<file path="config.mk">
export PLATFORM = sky130hd
export DESIGN_NAME = decode_stage
export DESIGN_NICKNAME = d
export VERILOG_FILES = /design/src/rtl/decode_stage.sv
export SDC_FILE = /design/constraint.sdc
export NUM_CORES = 1
export LEC_CHECK = 0
export ABC_CLOCK_PERIOD_IN_PS = 4300
export CAP_MARGIN = 10
export CORE_ASPECT_RATIO = 0.9
export CORE_MARGIN = 2
export CORE_UTILIZATION = 35
export DETAILED_ROUTE_END_ITERATION = 16
export PLACE_DENSITY = 0.61
export SLEW_MARGIN = 10
export SYNTH_ARGS = -nofsm -noshare
export SYNTH_HDL_FRONTEND = slang
export SYNTH_SLANG_ARGS = --single-unit
</file>
<file path="constraint.sdc">
create_clock -name clk -period 4.3 [get_ports clk]
set_input_delay 0.86 -clock clk [delete_from_list [all_inputs] [get_ports clk]]
set_output_delay 0.86 -clock clk [all_outputs]
set_load 0.03 [all_outputs]
</file>
<file path="src/rtl/decode_stage.sv">
// -----------------------------------------------------------------------------
// decode_stage
//
// Decodes one RV32-style fetch word per accepted handshake into a registered
// bundle of operand indices, immediates and control flags. A per-register
// down-counter scoreboard tracks multi-cycle results (multiply, load) and
// blocks issue of an instruction that reads a still-busy register.
//
// Handshake: a word moves from fetch into this stage on a rising edge where
// F_valid && F_ready && !D_flush. The decoded bundle moves on to execute on a
// rising edge where D_valid && X_ready. While D_valid && !X_ready every output
// is held and F_ready is low. F_ready never looks at F_valid.
//
// Ports
//   clk, rst_n        clock, asynchronous active-low reset
//   F_valid           fetch word valid
//   F_instruction     fetch word
//   F_pc              pc of the fetch word
//   F_ready           stage accepts the fetch word this cycle (combinational)
//   X_ready           execute accepts the current decoded bundle
//   D_flush           drop the held bundle and any incoming word
//   D_valid           decoded bundle valid
//   D_addr_r1/_r2     source register indices
//   D_dest            destination register index
//   D_immediate       sign-extended immediate
//   D_bImmediate      branch target (B) or link value (J/JAL)
//   D_We, D_op, D_Ie, D_b, is_mul, is_alu, D_is_load, D_is_store, D_illegal
//                     control flags
// -----------------------------------------------------------------------------
module decode_stage #(
  parameter int ADDRESS_SIZE     = 32,
  parameter int REG_ADDRESS_SIZE = 5,
  parameter int MUL_LATENCY      = 5,
  parameter int LOAD_LATENCY     = 2
) (
  input  logic                        clk,
  input  logic                        rst_n,
  input  logic                        F_valid,
  input  logic [ADDRESS_SIZE-1:0]     F_instruction,
  input  logic [ADDRESS_SIZE-1:0]     F_pc,
  output logic                        F_ready,
  input  logic                        X_ready,
  input  logic                        D_flush,
  output logic                        D_valid,
  output logic [REG_ADDRESS_SIZE-1:0] D_addr_r1,
  output logic [REG_ADDRESS_SIZE-1:0] D_addr_r2,
  output logic [REG_ADDRESS_SIZE-1:0] D_dest,
  output logic [ADDRESS_SIZE-1:0]     D_immediate,
  output logic [ADDRESS_SIZE-1:0]     D_bImmediate,
  output logic                        D_We,
  output logic                        D_op,
  output logic                        D_Ie,
  output logic                        D_b,
  output logic                        is_mul,
  output logic                        is_alu,
  output logic                        D_is_load,
  output logic                        D_is_store,
  output logic                        D_illegal
);

  localparam int NREGS   = 1 << REG_ADDRESS_SIZE;
  localparam int MAX_LAT = (MUL_LATENCY > LOAD_LATENCY) ? MUL_LATENCY : LOAD_LATENCY;
  localparam int CW      = (MAX_LAT > 0) ? $clog2(MAX_LAT + 1) : 1;

  localparam logic [6:0] OP_RR  = 7'b0110011;
  localparam logic [6:0] OP_IR  = 7'b0010011;
  localparam logic [6:0] OP_SR  = 7'b0100011;
  localparam logic [6:0] OP_LR  = 7'b0000011;
  localparam logic [6:0] OP_B   = 7'b1100011;
  localparam logic [6:0] OP_J   = 7'b1100111;
  localparam logic [6:0] OP_JAL = 7'b1101111;
  localparam logic [6:0] OP_LUI = 7'b0110111;

  typedef struct packed {
    logic [REG_ADDRESS_SIZE-1:0] r1;
    logic [REG_ADDRESS_SIZE-1:0] r2;
    logic [REG_ADDRESS_SIZE-1:0] dest;
    logic [ADDRESS_SIZE-1:0]     imm;
    logic [ADDRESS_SIZE-1:0]     bimm;
    logic                        we;
    logic                        op;
    logic                        ie;
    logic                        b;
    logic                        mul;
    logic                        alu;
    logic                        load;
    logic                        store;
    logic                        illegal;
  } dec_t;

  dec_t            dec_now;
  dec_t            dec_d, dec_q;
  logic            valid_d, valid_q;
  logic            use_r1, use_r2;
  logic            hazard;
  logic            accept;
  logic [6:0]      opcode;
  logic [ADDRESS_SIZE-1:0] imm_i, imm_s, imm_b, imm_j, imm_u;
  logic [CW-1:0]   cnt_d [NREGS];
  logic [CW-1:0]   cnt_q [NREGS];

  // Immediate formats; the sized cast of a signed slice sign-extends from inst[31].
  assign opcode = F_instruction[6:0];
  assign imm_i  = ADDRESS_SIZE'($signed(F_instruction[31:20]));
  assign imm_s  = ADDRESS_SIZE'($signed({F_instruction[31:25], F_instruction[11:7]}));
  assign imm_b  = ADDRESS_SIZE'($signed({F_instruction[31], F_instruction[7],
                                         F_instruction[30:25], F_instruction[11:8], 1'b0}));
  assign imm_j  = ADDRESS_SIZE'($signed({F_instruction[31], F_instruction[19:12],
                                         F_instruction[20], F_instruction[30:21], 1'b0}));
  assign imm_u  = ADDRESS_SIZE'($signed({F_instruction[31:12], 12'b0}));

  // Combinational decode of the incoming fetch word.
  always_comb begin
    dec_now      = '0;
    use_r1       = 1'b0;
    use_r2       = 1'b0;
    dec_now.r1   = REG_ADDRESS_SIZE'(F_instruction[19:15]);
    dec_now.r2   = REG_ADDRESS_SIZE'(F_instruction[24:20]);
    dec_now.dest = REG_ADDRESS_SIZE'(F_instruction[11:7]);
    case (opcode)
      OP_RR: begin
        dec_now.we  = 1'b1;
        dec_now.op  = F_instruction[30];
        dec_now.mul = F_instruction[25];
        use_r1      = 1'b1;
        use_r2      = 1'b1;
      end
      OP_IR: begin
        dec_now.we  = 1'b1;
        dec_now.ie  = 1'b1;
        dec_now.imm = imm_i;
        use_r1      = 1'b1;
      end
      OP_SR: begin
        dec_now.ie    = 1'b1;
        dec_now.imm   = imm_s;
        dec_now.store = 1'b1;
        use_r1        = 1'b1;
        use_r2        = 1'b1;
      end
      OP_LR: begin
        dec_now.we   = 1'b1;
        dec_now.ie   = 1'b1;
        dec_now.imm  = imm_i;
        dec_now.load = 1'b1;
        use_r1       = 1'b1;
      end
      OP_B: begin
        dec_now.op   = 1'b1;
        dec_now.b    = 1'b1;
        dec_now.imm  = imm_b;
        dec_now.bimm = F_pc + imm_b;
        use_r1       = 1'b1;
        use_r2       = 1'b1;
      end
      OP_J: begin
        dec_now.we   = 1'b1;
        dec_now.ie   = 1'b1;
        dec_now.b    = 1'b1;
        dec_now.imm  = imm_i;
        dec_now.bimm = F_pc + ADDRESS_SIZE'(4);
        use_r1       = 1'b1;
      end
      OP_JAL: begin
        dec_now.we   = 1'b1;
        dec_now.ie   = 1'b1;
        dec_now.b    = 1'b1;
        dec_now.imm  = imm_j;
        dec_now.bimm = F_pc + ADDRESS_SIZE'(4);
      end
      OP_LUI: begin
        dec_now.we  = 1'b1;
        dec_now.ie  = 1'b1;
        dec_now.imm = imm_u;
      end
      default: begin
        dec_now.illegal = 1'b1;
      end
    endcase
    // Illegal words carry no control at all, including is_alu.
    dec_now.alu = !dec_now.illegal && !dec_now.mul;
    // x0 is hardwired: never a real write, never tracked.
    if (dec_now.dest == '0) dec_now.we = 1'b0;
  end

  assign hazard  = (use_r1 && (cnt_q[dec_now.r1] != '0)) ||
                   (use_r2 && (cnt_q[dec_now.r2] != '0));
  assign F_ready = (!valid_q || X_ready) && !hazard;
  assign accept  = F_valid && F_ready && !D_flush;

  // Output register next state.
  always_comb begin
    valid_d = valid_q;
    dec_d   = dec_q;
    if (accept) begin
      valid_d = 1'b1;
      dec_d   = dec_now;
    end else if (D_flush || (valid_q && X_ready)) begin
      valid_d = 1'b0;
    end
  end

  // Scoreboard next state: every busy counter ticks down; a new issue to the
  // same register overrides the tick. A flush stops the incoming word from
  // setting anything but leaves in-flight results counting down.
  always_comb begin
    for (int i = 0; i < NREGS; i++) begin
      cnt_d[i] = (cnt_q[i] != '0) ? cnt_q[i] - CW'(1) : '0;
    end
    if (accept && dec_now.we) begin
      if (dec_now.mul)       cnt_d[dec_now.dest] = CW'(MUL_LATENCY);
      else if (dec_now.load) cnt_d[dec_now.dest] = CW'(LOAD_LATENCY);
      else                   cnt_d[dec_now.dest] = '0;
    end
    cnt_d[0] = '0;
  end

  always_ff @(posedge clk or negedge rst_n) begin
    if (!rst_n) begin
      valid_q <= 1'b0;
      dec_q   <= '0;
      for (int i = 0; i < NREGS; i++) cnt_q[i] <= '0;
    end else begin
      valid_q <= valid_d;
      dec_q   <= dec_d;
      cnt_q   <= cnt_d;
    end
  end

  assign D_valid      = valid_q;
  assign D_addr_r1    = dec_q.r1;
  assign D_addr_r2    = dec_q.r2;
  assign D_dest       = dec_q.dest;
  assign D_immediate  = dec_q.imm;
  assign D_bImmediate = dec_q.bimm;
  assign D_We         = dec_q.we;
  assign D_op         = dec_q.op;
  assign D_Ie         = dec_q.ie;
  assign D_b          = dec_q.b;
  assign is_mul       = dec_q.mul;
  assign is_alu       = dec_q.alu;
  assign D_is_load    = dec_q.load;
  assign D_is_store   = dec_q.store;
  assign D_illegal    = dec_q.illegal;

endmodule
</file>
==> qor.tcl <==
set qor(synth_ff_type) {dfrtp_1}
set qor(finalWirelength_mm) 32.50
set qor(grt_start_max_net_pins) 85
set qor(tightestPinTransition_ns) 0.7822
set qor(routed_wire_length_per_instance_um) 19.05
set qor(placementRows) 61
set qor(numClockSinks) 182
set qor(synth_top_area_share_pct) 41.98
set qor(dp.cells) 1670
set qor(drt-initial-drc-count) 655
set qor(clock-root-buffer) {clkbuf_16}
set qor(post_cts.resized_instances) 0
set qor(power.total_uw) 4263
set qor(largest_stage_delay_on_the_critical_path_ns) 0.51
set qor(final-instance-count-excl-fill) 1706
set qor(asyncSetResetFlopFracSynth_pct) 100.0
set qor(layout.nets) 1381
set qor(power.leakage_uw) 0.005967
set qor(final-hold-violation-count) 0
set qor(drv_cap) 0
set qor(r2r_start) {cnt_q[81]}
set qor(grt_use_total_pct) 20.12
set qor(number_of_antenna_violations_at_the_first_check_in_global_routing) 3
set qor(cp-startpoint) {F_instruction[15]}
set qor(die-area_mm2) 0.03242
set qor(synthesis.yosys.warnings) 0
set qor(fmaxAchievable_mhz) 243.1
set qor(die_span_x_um) 189.6
set qor(post-route-min-period_ns) 4.114
set qor(clock_latency_ns) 0.44
set qor(critical-path-top-delay-family) {buffers and inverters}
set qor(drive_above_1_share_pct) 9.590
set qor(hold_class) {in -> async}
set qor(path_depth) 9
set qor(cts_made_buffers) 17
set qor(cts_tree) {built}
set qor(start_util_pct) 35.36
set qor(area_growth_syn_to_layout_pct) 26.63
set qor(worstPathBufferInverterCount) 4
set qor(r2r-end) {cnt_q[92]}
set qor(critPathLaunchType) {input pin}
set qor(cts_setup_buffers) 0
set qor(path_class) {in -> out}
set qor(cp_max_fo) 10
set qor(worst-r2r-cell-count) 9
set qor(post_synth_num_cell_types) 59
set qor(worst_setup_path_end_kind) {output port}
set qor(clock_tree.buffer_depth) 2
set qor(cts_htree_levels) 4
set qor(grt_setup_unrepaired) {no}
set qor(synth.cells.most_frequent) {182 x dfrtp_1, 118 x o21ai_0, 104 x nand2_1, 98 x mux2i_1, 90 x a21oi_1}
set qor(dominant_cell_by_count_in_the_synthesized_netlist) {dfrtp_1}
set qor(power_density_mw_per_mm2) 310.3
set qor(path_cells) {clkdlybuf4s50_1, buf_4, mux2i_1, mux4_2, mux4_2, nand2_2, nand3_4, inv_1, buf_12}
set qor(num_vias) 9190
set qor(drt-pass1-iter-count) 5
set qor(finalSetupTns_ns) 0
set qor(yosys_register_bits) 182
set qor(mappedNetlistNets) 1217
set qor(part_of_the_cycle_the_worst_path_needs_pct) 95.68
set qor(dp_hpwl_mm) 24.17
set qor(final-max-slew-violation-count) 0
set qor(global_route_wire_length_before_repair_mm) 50.51
set qor(critical_path.slowest_cell) {clkdlybuf4s50_1}
set qor(synthTopCellsByArea) {dfrtp_1 42%, mux2i_1 9.0%, o21ai_0 5.4%}
set qor(skew_ns) 0.01332
set qor(syn-cell-area_mm2) 0.01085
set qor(grt_overflow_total) 0
set qor(timing.critical_path.required_ns) 3.44
set qor(finish_stage_setup_viols) 0
set qor(timing.hold.ws_ns) 0.4391
set qor(finalWeightedCongestion) 0.8472
set qor(synth_enable_flop_cells) 0
set qor(drt.antenna.violating_nets) 0
set qor(timing.critical_path.arrival_ns) 3.25
set qor(power.ir.vdd_worst_uv) 273.3
set qor(io_buffer_count) 158
set qor(postSynthAreaPerCell_um2) 9.721
set qor(drt_drc_violations_left) 0
set qor(synthCells) 1116
set qor(holdBufCountCts) 0
set qor(grt_pass1_vias) 8809
set qor(final_core_utilization_pct) 44.78
set qor(die_h_um) 171.0
set qor(worst_setup_hold_path_clk_slew_ns) 0.07
set qor(synth-seq-area-share_pct) 41.98
set qor(core-area_mm2) 0.03068
set qor(status) {complete, no violations}
set qor(ios) 159
set qor(worst-r2r-setup-slack_ns) 0.84
set qor(synth_largest_area_cell) {dfrtp_1}
set qor(timing.max_slew.rel_slack_pct) 47.85
set qor(endpoint) {F_ready}
set qor(avgViaCountPerCell) 5.387
set qor(cpMostUsedCell) {mux4_2}
## logic make-up (layout without fill, tap and decap cells)
| family | Yosys count | count (layout) | synth area share, % |
|---|---|---|---|
| other | 0 | 4 | 0 |
| XOR/XNOR | 53 | 53 | 4.279 |
| AND/OR/NAND/NOR | 328 | 328 | 15.74 |
| flip-flops | 182 | 182 | 41.98 |
| adder cells (fa/ha/maj) | 32 | 32 | 3.760 |
| AO/OA/AOI/OAI | 324 | 324 | 17.89 |
| buffers and inverters | 68 | 245 | 2.537 |
| multiplexers | 129 | 129 | 13.82 |
## routing by layer
metal	global-route usage (%)	part of all wire (%)
met5	0	0.040
met3	3.303	5.7
met1	29.27	48
met2	30.48	44
met4	6.437	2.1
## stage by stage
stage | setup slack (ns) | area, µm²
6_report | 0.1859 | 13740
5_1_grt | 0.09995 | 13730
4_1_cts | 0.1937 | 13730
3_5_place_dp | 0.1303 | 13100
3_3_place_gp | 0.1594 | 13100
2_1_floorplan | 0.8120 | 10850
## flip-flops by register name, summed over array words and instances (netlist names)
| name | flops |
|---|---|
| D_Ie | 1 |
| is_mul | 1 |
| D_We | 1 |
| D_op | 1 |
| cnt_q | 93 |
| D_dest | 5 |
| D_addr_r2 | 5 |
| D_is_load | 1 |
| D_illegal | 1 |
| D_valid | 1 |
| D_addr_r1 | 5 |
| D_bImmediate | 32 |
| D_is_store | 1 |
| is_alu | 1 |
| D_b | 1 |
| D_immediate | 32 |
## where the power goes
part	internal, µW	switching [µW]
clock network	946	776
registers	1750	30.1
logic	320	437
## area by class of cell
| cell class | count | area, µm² |
|---|---|---|
| Timing Repair Buffer | 204 | 1976 |
| Clock buffer | 17 | 425.4 |
| Multi-Input combinational cell | 866 | 6020 |
| Sequential cell | 182 | 4554 |
| Tap cell | 409 | 511.7 |
| Clock inverter | 15 | 207.7 |
| Fill cell | 2958 | 16940 |
| Antenna cell | 4 | 10.01 |
| Inverter | 9 | 33.78 |
## how the worst min path moves through the flow
stage | from | to | slack (ns)
final | rst_n | D_addr_r1[0] | 0.44
after global routing | rst_n | D_addr_r1[0] | 0.49
after CTS | rst_n | D_addr_r1[0] | 0.48
after detailed placement | D_immediate[11] | D_immediate[11] | 0.47
after global placement | D_immediate[6] | D_immediate[6] | 0.46
after floorplan | cnt_q[83] | cnt_q[83] | 0.54
## placed cells by master, fill, tap and decap left out, drive strengths merged, types with 3 or more instances in the layout
master | synthesis | final
o31a | 3 | 3
o21a | 7 | 7
and3 | 13 | 13
nand3 | 28 | 28
nand4 | 12 | 12
nand2 | 105 | 105
nor3 | 44 | 44
nor2 | 44 | 44
nor4 | 5 | 5
mux4 | 15 | 15
xor2 | 15 | 15
inv | 9 | 18
a32oi | 3 | 3
a22oi | 22 | 22
o21ai | 118 | 118
and4 | 4 | 4
dfrtp | 182 | 182
and2 | 4 | 4
clkbuf | 45 | 17
a211oi | 5 | 5
mux2i | 98 | 98
buf | 14 | 48
nand2b | 5 | 5
o21bai | 33 | 33
ha | 31 | 31
a211o | 4 | 4
or3 | 13 | 13
xnor2 | 38 | 38
mux2 | 16 | 16
a21oi | 90 | 90
diode | 0 | 4
nor2b | 11 | 11
bufinv | 0 | 3
nor3b | 34 | 34
clkdlybuf4s50 | 0 | 156
a21o | 19 | 19
Power figures use the tool's default switching activity.
